===== src/rtl/exmem_skid_reg.sv =====
// EX/MEM pipeline register with valid/ready handshake and a two-entry skid buffer.
// Optional EXMEM_STALL_CNT_EN adds a saturating 16-bit downstream-stall cycle counter.
module exmem_skid_reg #(
    parameter int DATA_W = 32,
    parameter int REG_AW = 4,
    parameter int SIZE_W = 2
) (
    input  logic              CLK,
    input  logic              CLR,
    input  logic              Flush,
    input  logic              In_Valid,
    output logic              In_Ready,
    input  logic [SIZE_W-1:0] Size_In,
    input  logic              Enable_In,
    input  logic              rw_In,
    input  logic              Load_In,
    input  logic              rf_In,
    input  logic [DATA_W-1:0] RegFile_PortC_In,
    input  logic [DATA_W-1:0] ALU_In,
    input  logic [REG_AW-1:0] Rd_In,
    output logic              Out_Valid,
    input  logic              Out_Ready,
    output logic [SIZE_W-1:0] Size_Out,
    output logic              Enable_Out,
    output logic              rw_Out,
    output logic              Load_Out,
    output logic              rf_Out,
    output logic [DATA_W-1:0] RegFile_PortC_Out,
    output logic [DATA_W-1:0] ALU_Out,
    output logic [REG_AW-1:0] Rd_Out
`ifdef EXMEM_STALL_CNT_EN
    ,
    output logic [15:0]       Stall_Cnt
`endif
);

    localparam int PW = SIZE_W + 4 + 2 * DATA_W + REG_AW;

    typedef enum logic [1:0] {S_EMPTY, S_ONE, S_FULL} state_t;

    state_t          r_state;
    state_t          w_state_nxt;
    logic [PW-1:0]   r_head;
    logic [PW-1:0]   r_skid;
    logic [PW-1:0]   w_in;
    logic            w_accept;
    logic            w_pop;
    logic            w_head_ld;
    logic            w_head_from_skid;
    logic            w_skid_ld;

    logic [SIZE_W-1:0] w_size;
    logic              w_en;
    logic              w_rw;
    logic              w_ld;
    logic              w_rf;
    logic [DATA_W-1:0] w_pc;
    logic [DATA_W-1:0] w_alu;
    logic [REG_AW-1:0] w_rd;

    assign w_in = {Size_In, Enable_In, rw_In, Load_In, rf_In, RegFile_PortC_In, ALU_In, Rd_In};
    assign {w_size, w_en, w_rw, w_ld, w_rf, w_pc, w_alu, w_rd} = r_head;

    // Handshake flags depend only on registered state, so no ready path crosses the stage.
    assign Out_Valid = (r_state != S_EMPTY);
    assign In_Ready  = (r_state != S_FULL);
    assign w_accept  = In_Valid && In_Ready;
    assign w_pop     = Out_Valid && Out_Ready;

    always_comb begin
        w_state_nxt      = r_state;
        w_head_ld        = 1'b0;
        w_head_from_skid = 1'b0;
        w_skid_ld        = 1'b0;
        if (Flush) begin
            w_state_nxt = S_EMPTY;
        end else begin
            case (r_state)
                S_EMPTY: begin
                    if (w_accept) begin
                        w_head_ld   = 1'b1;
                        w_state_nxt = S_ONE;
                    end
                end
                S_ONE: begin
                    if (w_accept && w_pop) begin
                        w_head_ld = 1'b1;
                    end else if (w_accept) begin
                        w_skid_ld   = 1'b1;
                        w_state_nxt = S_FULL;
                    end else if (w_pop) begin
                        w_state_nxt = S_EMPTY;
                    end
                end
                S_FULL: begin
                    if (w_pop) begin
                        w_head_ld        = 1'b1;
                        w_head_from_skid = 1'b1;
                        w_state_nxt      = S_ONE;
                    end
                end
                default: w_state_nxt = S_EMPTY;
            endcase
        end
    end

    always_ff @(posedge CLK or negedge CLR) begin
        if (!CLR) begin
            r_state <= S_EMPTY;
            r_head  <= '0;
            r_skid  <= '0;
        end else begin
            r_state <= w_state_nxt;
            if (w_head_ld) r_head <= w_head_from_skid ? r_skid : w_in;
            if (w_skid_ld) r_skid <= w_in;
        end
    end

    // Memory/writeback controls are forced inactive when no entry is held; data fields keep last head.
    assign Size_Out          = w_size;
    assign Enable_Out        = w_en && Out_Valid;
    assign rw_Out            = w_rw && Out_Valid;
    assign Load_Out          = w_ld && Out_Valid;
    assign rf_Out            = w_rf && Out_Valid;
    assign RegFile_PortC_Out = w_pc;
    assign ALU_Out           = w_alu;
    assign Rd_Out            = w_rd;

`ifdef EXMEM_STALL_CNT_EN
    logic [15:0] r_stall_cnt;

    always_ff @(posedge CLK or negedge CLR) begin
        if (!CLR) begin
            r_stall_cnt <= '0;
        end else if (Out_Valid && !Out_Ready && (r_stall_cnt != 16'hFFFF)) begin
            r_stall_cnt <= r_stall_cnt + 16'd1;
        end
    end

    assign Stall_Cnt = r_stall_cnt;
`endif

endmodule


===== config.mk =====
export PLATFORM = sky130hd
export DESIGN_NAME = exmem_skid_reg
export DESIGN_NICKNAME = d
export VERILOG_FILES = /design/src/rtl/exmem_skid_reg.sv
export SDC_FILE = /design/constraint.sdc
export NUM_CORES = 1
export LEC_CHECK = 0
export CAP_MARGIN = 40
export CORE_ASPECT_RATIO = 2
export CORE_MARGIN = 5
export CORE_UTILIZATION = 30
export CTS_CLUSTER_SIZE = 8
export DETAILED_ROUTE_END_ITERATION = 8
export PLACE_DENSITY = 0.58
export SLEW_MARGIN = 40
export SYNTH_ARGS = -nofsm -noshare
export SYNTH_HDL_FRONTEND = slang
export SYNTH_SLANG_ARGS = --single-unit

===== constraint.sdc =====
create_clock -name CLK -period 1.7 [get_ports CLK]
set_input_delay 0.51 -clock CLK [delete_from_list [all_inputs] [get_ports CLK]]
set_output_delay 0.51 -clock CLK [all_outputs]
set_load 0.05 [all_outputs]

==> Yosys cells after proc, flatten, opt, wreduce, memory -nomap -nowiden <==
Index checks and enable logic that the tools add are counted.
{ "word_totals": {"mem_bits_ro": 0, "ram_bits": 0, "in_bits": 79, "ff_bits": 150, "mem_count": 0, "latch_bits": 0, "output_inout_bits": 76, "elab_cells": 38} }
{ "op_classes": {"n_mul": 0, "eq_ne": 7, "reduce_logical": 10, "div_mod_pow": 0, "n_mux": 18, "n_lt_le_gt_ge": 0, "n_addsub": 0, "n_bitwise": 0, "shift": 0} }
{ "ops": {"columns": ["operator", "n"], "rows": [
  ["2-to-1 mux 74 bit", 1],
  ["2-to-1 mux 2 bit", 6],
  ["2-to-1 mux 1 bit", 9],
  ["inequality test 3 bit, second input constant", 3],
  ["logical AND 1 bit", 7],
  ["one-hot mux 2 bit (3 select lines)", 1],
  ["inequality test 4 bit, second input constant", 1],
  ["AND reduction 4 bit", 1],
  ["one-hot mux 1 bit (3 select lines)", 1],
  ["== test 2 x 1 -> 1 bit, second input constant", 1],
  ["== test 2 bit, second input constant", 1],
  ["logical NOT 2 bit", 1],
  ["inequality test 2 bit, second input constant", 1],
  ["nonzero test 2 bit", 1]
]} }

==> Longest topological paths before layout <==
Gate-level depths: netlist of the first run.
{ "logic_depth": {"ltp_word": 7, "ltp_mapped": 7, "ltp_nobuf": 5} }

==> Worst setup path after synthesis of the first run <==
Ideal clock, no wire load.
{ "synth_path": {"kind": "flip-flop to flip-flop", "from": "reg r_state[0]", "to": "reg r_head[0]", "stages_incl_launch_ff": 8, "path_slack_ns": -0.227, "setup_time_ns": 0.125, "t_arrival_ns": 1.801, "path_buffers": 2, "cell_sequence": "dfrtp_1 > nor2b_2 > inv_2 > nor3b_2 > buf_6 > buf_12 > mux2_4 > mux2_4"} }
{ "synth_between": {"elab_chain_len": 6} }
{ "synth_lines": {"columns": ["element", "line_no", "source"], "rows": [
  ["from (decl)", "41", "state_t r_state;"],
  ["from (signal assigned)", "113", "r_state <= w_state_nxt;"],
  ["inequality test 2 bit (*)", "66", "assign In_Ready = (r_state != S_FULL);"],
  ["via In_Ready", "12", "output logic In_Ready,"],
  ["logical AND 1 bit (*)", "67", "assign w_accept = In_Valid && In_Ready;"],
  ["logical AND 1 bit", "86", "if (w_accept && w_pop) begin"],
  ["2-to-1 mux 1 bit", "86", null],
  ["one-hot mux 1 bit (3 select lines) (*)", "78", "case (r_state)"],
  ["2-to-1 mux 1 bit (*)", "75", "if (Flush) begin"],
  ["to (signal assigned)", "114", "if (w_head_ld) r_head <= w_head_from_skid ? r_skid : w_in;"],
  ["to (decl)", "43", "logic [PW-1:0] r_head;"]
]} }
The timed path passes the listed nets; every way through them passes the cells marked *.
A chain may end at the register's enable or synchronous reset.

==> Worst setup path in the final report of the first run <==
{ "layout_path": {"from": "reg r_state[0]", "to": "reg r_head[34]"} }
{ "layout_between": {"elab_chain_len": 6} }
{ "layout_lines": {"columns": ["element", "line_no"], "rows": [
  ["inequality test 2 bit / nonzero test 2 bit (equally long branches)", "66, 65"],
  ["logical AND 1 bit, on equally long branches", "67, 68"],
  ["logical AND 1 bit / 2-to-1 mux 1 bit (equally long branches)", "86, 96"],
  ["2-to-1 mux 1 bit, on equally long branches", "86, 78"],
  ["one-hot mux 1 bit (3 select lines) / 2-to-1 mux 1 bit (equally long branches)", "78, 75"],
  ["2-to-1 mux 1 bit / 2-to-1 mux 74 bit (equally long branches)", "75, 114"]
]} }
Several ways; a longest one is shown, not always the timed one.

==> results of run 1 <==
[logic make-up (layout without fill, tap and decap cells)]
family	after synthesis	count (layout)	synth area share [%]
and+or+nand+nor	14	14	1.186
AOI/OAI and AO/OA	5	5	0.4449
muxes	222	222	38.85
DFF	150	150	49.43
buffers and inverters	96	256	10.08
[through the flow]
| step | hold WS [ns] | setup TNS (ns) | util [%] | area, µm² |
|---|---|---|---|---|
| floorplan | 0.2144 | -14.31 | - | 7607 |
| finish | 0.5060 | -37.36 | 46.32 | 11590 |
| global route | 0.4939 | -47.18 | 46.32 | 11590 |
| CTS | 0.4948 | -28.07 | 43.52 | 10890 |
| global placement | 0.4578 | -82.75 | 40.17 | 10060 |
| detailed placement | 0.4566 | -91.36 | 40.17 | 10060 |
[sequential cells by signal, indices dropped and copies added (netlist names)]
signal,cells
r_head,74
r_skid,74
r_state,2
[layout make-up]
class,instances,share of cell area [%]
Sequential cell,150,32.37
Clock buffer,22,3.917
Tap cell,336,3.626
Inverter,2,0.08633
Multi-Input combinational cell,241,29.86
Clock inverter,9,0.8957
Timing Repair Buffer,223,29.24
[what timing repair did]
item	4_1_cts	5_1_grt
cloned	4	9
hold buffers	1	0
pin swaps	2	3
endpoints found under the setup margin	153	154
resized for setup	25	111
setup buffers	8	13
endpoints found under the hold margin	33	0
[power by group]
part | switching [W] | leakage [nW] | internal (W)
Combinational | 0.00202 | 3.33 | 0.00286
Clock | 0.00146 | 0.270 | 0.00218
Sequential | 0.000728 | 1.80 | 0.00444
[path summary, 6_finish.rpt]
kind	end	cells past startpoint	slack (ns)
worst max-delay path	r_head[34]$_DFFE_PN0P_	9	-0.37
worst min-delay path	r_skid[0]$_DFFE_PN0P_	1	0.51
worst max register to register	r_head[34]$_DFFE_PN0P_	9	-0.37
worst min register to register	r_skid[0]$_DFFE_PN0P_	1	0.51
max in group asynchronous	r_head[67]$_DFFE_PN0P_	3	0.56
min in group asynchronous	r_head[53]$_DFFE_PN0P_	2	0.57
[metal layers]
metal / vias to the layer above / global-route usage (%)
met5: - / 0
met4: 2 / 6.016
met3: 27 / 3.947
met2: 104 / 24.85
met1: 2174 / 12.95
li1: 1930 / -
[layout by cell type (no fill, tap or decap), drive strengths merged]
| cell | instances |
|---|---|
| a21boi | 1 |
| a21oi | 2 |
| and2b | 3 |
| buf | 136 |
| bufinv | 2 |
| clkbuf | 31 |
| clkdlybuf4s50 | 75 |
| clkinv | 5 |
| clkinvlp | 2 |
| dfrtp | 150 |
| dlygate4sd2 | 1 |
| dlygate4sd3 | 1 |
| dlymetal6s2s | 1 |
| inv | 2 |
| mux2 | 222 |
| nand2 | 2 |
| nand3 | 1 |
| nor2 | 2 |
| nor2b | 4 |
| nor3b | 2 |
| o21ai | 1 |
| o21bai | 1 |
[worst register-to-register path, cell delays in order, from the launching register on]
cell,delay (ns)
dfrtp_1,0.40
buf_6,0.13
nor2b_4,0.15
inv_4,0.05
nor3b_4,0.17
buf_6,0.16
buf_12,0.15
clkbuf_16,0.17
mux2_4,0.29
mux2_4,0.26
==> key figures, run 1 <==
Timing
  – Hold Vio Cnt, Final: 0
  – Fmax: 0.4838 GHz
  – Max-slew headroom: 72.90%
  – RSZ-0062 raised after global routing: yes
  – Worst-Margin Slew: about 0.41 ns
  – Final period util: 121.6%
  – Setup Skew: between 0.005 and 0.006 ns
  – Final Max Slew Viols: 0
  – Setup violations, final: about 150
  – Final worst path period need: between 2 and 2.5 ns
  – Worst setup margin: -0.3669 ns

Synthesis
  – Yosys warns: 0
  – Syn Nets: 566
  – Commonest cells post-synth: 150 x dfrtp_1, 120 x mux2_4, 76 x buf_4
  – Post-synth top area cell: dfrtp_1
  – Cell count after synthesis: about 490
  – #FFs+latches synth: 150
  – Async SR Flop Fraction: 100.0%
  – Sequential share of the synthesized area: 49.43%
  – Top-count cell post-synth: dfrtp_1
  – Synth top area share: about half
  – Post-synth cell types: 25
  – Syn Std Cell Area: 7594 µm²
  – Top_reg_cell synth: dfrtp_1
  – Mean Syn Cell Area: 15.59 µm²
  – Synth area leaders: dfrtp_1 49%, mux2_4 24%, mux2_1 11%, buf_4 7.5%, mux2_2 4.2%
  – Post-synth EDFFs: 0

Critical path
  – Worst setup startpoint: r_state[0]$_DFFE_PN0P_
  – Req. time, crit path: around 2 ns
  – Worst r2r src: r_state[0]$_DFFE_PN0P_
  – Bufs and invs on worst path: 5
  – Data arrival, critical path: about 2.4 ns
  – CP Launch Type: flop
  – CP cell instances: buf_6, nor2b_4, inv_4, nor3b_4, buf_6, buf_12, clkbuf_16, mux2_4, mux2_4
  – CP endpoint kind: flop
  – Setup Crit Path Kind: reg2reg
  – Worst path slowest cell: dfrtp_1
  – CP max stage delay: 0.40 ns
  – CP top delay family: buffers and inverters
  – Crit-path max FO: 6

Detailed routing
  – Vias per cell: 4.310
  – Drt wl/cell: 20.12 µm
  – Top layer in use: met5
  – Drt total wl: 19780 µm
  – Wire length on met2: 11400 µm
  – Met1 Routed Length: 7042 µm
  – Met3 WL: around 800 µm
  – Number of vias in the routed layout: 4237
  – DR DRC count: 0
  – Antenna Violating Nets Remaining: 0
  – DR iter-0 viols: ~100
  – Initial DRT Pass Iterations: 4

Die
  – Row count: 82
  – IO Count: 155
  – Die H: 235.0 µm
  – Full die area: 28790 µm²
  – Die X: 122.5 µm
  – Initial Util: a little under a third
  – CORE AREA: approximately 25000 µm²

Clocking
  – TritonCTS Buffers: 17
  – CTS tree: built
  – Clk root buf: clkbuf_16
  – Longest Clk Path Bufs: 2
  – Clk slew on worst S/H paths: around 0.060 ns
  – Worst-skew pair later-pin latency: 0.43 ns
  – H-tree levels: 4
  – CTS sink count: 150

Final layout
  – Area of the multi-input gates: 3462 µm²
  – Finished Layout Cells: 983
  – ANT cells: 0
  – Nets: roughly 710
  – Share of cells above drive strength 1: 62.60%
  – Area grow syn2layout: 52.69%
  – FF/Latch Area: 3754 µm²
  – Fill count: between 2000 and 2500

Placed design
  – # port buffers: 154
  – Final HPWL DP: 13190 µm
  – GPL Wtd Cong: 0.7227
  – Post-Place Worst Slack: -0.7101 ns
  – Placed insts: 920

Power
  – Worst vdd ir: 0.7295 mV
  – Leak pwr: 5.407 nW
  – Pwr Density: 1181 nW/µm²
  – Power consumption: 0.01370 W

Global routing
  – Largest net degree at the start of global routing: 40
  – Global-route wire length before repair: 28140 µm
  – Antenna violations before repair: 1
  – Gr ovfl total: 0
  – Vias in the first global route: 4818
  – Total track usage: 13.26%

Worst hold path
  – Hold Path Class: reg2reg
  – Hold_sp: r_skid[0]$_DFFE_PN0P_

Run
  – Max_cap viols: 0

Run status
  – Status: finished with violations
  – Violated checks: negative setup slack
Power figures use the tool's default switching activity.
==> run 2, diff against run 1 <==
- CTS_BUF_LIST: not set -> sky130_fd_sc_hd__clkbuf_8 sky130_fd_sc_hd__clkbuf_16
- PLACE_DENSITY: 0.58 -> 0.63
==> key figures, run 2 (same netlist as run 1, synthesis figures left out) <==
Placed design
  – # port buffers: 154 (unchanged)
  – Placed insts: 917 (-0.33%)
  – GPL Wtd Cong: 0.7145 (-1.1%)
  – Final HPWL DP: 12530 µm (-5.0%)
  – DP Area: 9946 µm² (-1.1%)
  – Post-Place Worst Slack: -0.7423 ns (-0.03217 ns)

Final layout
  – Fill count: 2236 (-0.36%)
  – ANT cells: 0 (unchanged)
  – Most frequent cells in the layout: 162 x mux2_4, 150 x dfrtp_1, 85 x buf_12, 75 x clkdlybuf4s50_1, 44 x mux2_1
  – Finished Layout Cells: 971 (-1.2%)
  – Area grow syn2layout: 47.16%
  – Commonest non-fill, non-tap cell in the layout: mux2_4
  – Nets: 701 (-1.8%)
  – Share of cells above drive strength 1: 55.43% (-7.2 points)
  – Utilization after layout: 44.64% (-1.7 points)
  – Post-Layout Inst Area: 11170 µm² (-3.6%)
  – Largest regs: r_head (74), r_skid (74), r_state (2)

Critical path
  – CP Launch Type: flop
  – Worst r2r src: r_state[0]$_DFFE_PN0P_
  – Worst path slowest cell: dfrtp_1
  – Worst setup startpoint: r_state[0]$_DFFE_PN0P_
  – Req. time, crit path: 2.01 ns (about the same)
  – Setup Crit Path Kind: reg2reg
  – CP max stage delay: 0.40 ns (about the same)
  – Crit-path max FO: 8 (+2)
  – CP endpoint kind: flop
  – Data arrival, critical path: 2.43 ns (+0.05 ns)
  – CP cell instances: buf_6, nor2b_4, inv_4, nor3b_4, buf_6, buf_12, clkbuf_16, mux2_4, mux2_4

Worst hold path
  – Hold Path Class: reg2reg
  – Hold_sp: r_skid[45]$_DFFE_PN0P_

Clocking
  – Clk root buf: clkbuf_16
  – Clk slew on worst S/H paths: 0.06 ns (about the same)
  – CTS sink count: 150 (unchanged)
  – CTS tree: built
  – Worst-skew pair later-pin latency: 0.43 ns (about the same)
  – TritonCTS Buffers: 17 (unchanged)
  – Longest Clk Path Bufs: 2 (unchanged)
  – H-tree levels: 4 (unchanged)

Global routing
  – Vias in the first global route: 4947 (+2.7%)
  – Largest net degree at the start of global routing: 40 (unchanged)
  – Global-route wire length before repair: 27190 µm (-3.4%)
  – Total track usage: 12.66% (-0.60 points)
  – Antenna violations before repair: 0 (-1)
  – Gr ovfl total: 0 (unchanged)

Detailed routing
  – DR DRC count: 0 (unchanged)
  – Antenna Violating Nets Remaining: 0 (unchanged)
  – Drt total wl: 18080 µm (-8.6%)
  – Met1 Routed Length: 6508 µm (-7.6%)
  – Drt wl/cell: 18.61 µm (-7.5%)
  – Top layer in use: met4
  – Wire length on met2: 10310 µm (-9.6%)
  – DR iter-0 viols: 108 (+6.9%)
  – Met3 WL: 850 µm (+8.6%)
  – Vias per cell: 4.285 (-0.58%)
  – Initial DRT Pass Iterations: 4 (unchanged)
  – Number of vias in the routed layout: 4161 (-1.8%)

Timing
  – Max-slew headroom: 71.06% (-1.8 points)
  – Setup violations, final: 80 (-48%)
  – Final period util: 124.7% (+3.1 points)
  – Setup TNS Final: -26.83 ns (+10.53 ns)
  – Worst setup margin: -0.4195 ns (-0.05259 ns)
  – RSZ-0062 raised after global routing: yes
  – Worst-Margin Slew: 0.4341 ns (+0.02756 ns)
  – Fmax: 0.4718 GHz (-2.5%)
  – Final Max Slew Viols: 0 (unchanged)
  – Hold Vio Cnt, Final: 0 (unchanged)
  – Final worst path period need: 2.119 ns (+0.05259 ns)
  – Setup Skew: 0.005402 ns (-0.0003474 ns)

Die
  – Row count: 82 (unchanged)
  – IO Count: 155 (unchanged)
  – Die X: 122.5 µm (unchanged)
  – CORE AREA: 25030 µm² (unchanged)
  – Initial Util: 30.33% (unchanged)
  – Full die area: 28790 µm² (unchanged)
  – Die H: 235.0 µm (unchanged)

Power
  – Worst vdd ir: 0.6984 mV (-4.3%)
  – Leak pwr: 5.088 nW (-5.9%)
  – Pwr Density: 1210 nW/µm² (+2.4%)

Run status
  – Violated checks: negative setup slack
  – Status: finished with violations

Run
  – Max_cap viols: 0 (unchanged)
run 2: cell types whose count changed in the layout (fill, tap and decap cells not counted), sizes merged:
cell | previous run | this run
dlygate4sd2 | 1 | 0
clkbuf | 31 | 22
inv | 2 | 3
bufbuf | 0 | 1
dlymetal6s2s | 1 | 2
clkinv | 5 | 9
buf | 136 | 127
run 2: routing by layer:
metal | vias to the layer above | global-route usage, %
met1 | 2146 | 12.14
met3 | 19 | 4.091
met4 | 0 | 6.254
met5 | - | 0
met2 | 107 | 23.50
li1 | 1889 | -
run 2: path summary, 6_finish.rpt:
check                                         endpoint  slack, ns  depth (start not counted)
worst max register to register  r_head[72]$_DFFE_PN0P_      -0.42                          9
worst min-delay path            r_skid[45]$_DFFE_PN0P_       0.49                          1
worst max-delay path            r_head[72]$_DFFE_PN0P_      -0.42                          9
min in group asynchronous       r_skid[54]$_DFFE_PN0P_       0.56                          2
max in group asynchronous       r_skid[24]$_DFFE_PN0P_       0.57                          3
worst min register to register  r_skid[45]$_DFFE_PN0P_       0.49                          1
run 2: through the flow:
stage / hold WS (ns) / total power, W
2_1_floorplan: 0.2144 / 0.007751
3_3_place_gp: 0.4484 / 0.009415
3_5_place_dp: 0.4563 / 0.009589
4_1_cts: 0.4953 / 0.01355
5_1_grt: 0.4915 / 0.01412
6_report: 0.4930 / 0.01352
run 2: critical path, delay by kind of cell, from the launching register on:
family | cells | cell delay (ns)
AND/OR/NAND/NOR | 2 | 0.35
multiplexers | 2 | 0.56
buffers and inverters | 5 | 0.68
flip-flops | 1 | 0.40
run 2: what timing repair did:
item,4_1_cts,5_1_grt
hold buffers,1,0
pin swaps,1,2
hold endpoints to repair,31,0
gates cloned,3,4
setup buffers,10,5
resized for setup,33,56
endpoints found under the setup margin,153,142
run 2: power breakdown:
part           internal [W]  total [W]  switching [W]
clock network       0.00221    0.00378        0.00157
logic               0.00260    0.00459        0.00199
registers           0.00444    0.00515       0.000709
run 2: layout make-up:
class | instances | area [µm²] | area share, %
inverter | 2 | 10.01 | 0.08958
multi-input combinational | 241 | 3293 | 29.47
clock buffer | 18 | 439.2 | 3.930
tap | 336 | 420.4 | 3.762
clock inverter | 14 | 153.9 | 1.377
sequential | 150 | 3754 | 33.59
timing repair buffer | 210 | 3104 | 27.78
==> run 3, diff against run 2 <==
- SLEW_MARGIN: 40 -> not set
==> results of run 3 <==
Same layout as run 2: the final DEF is identical, and so are final timing and power.
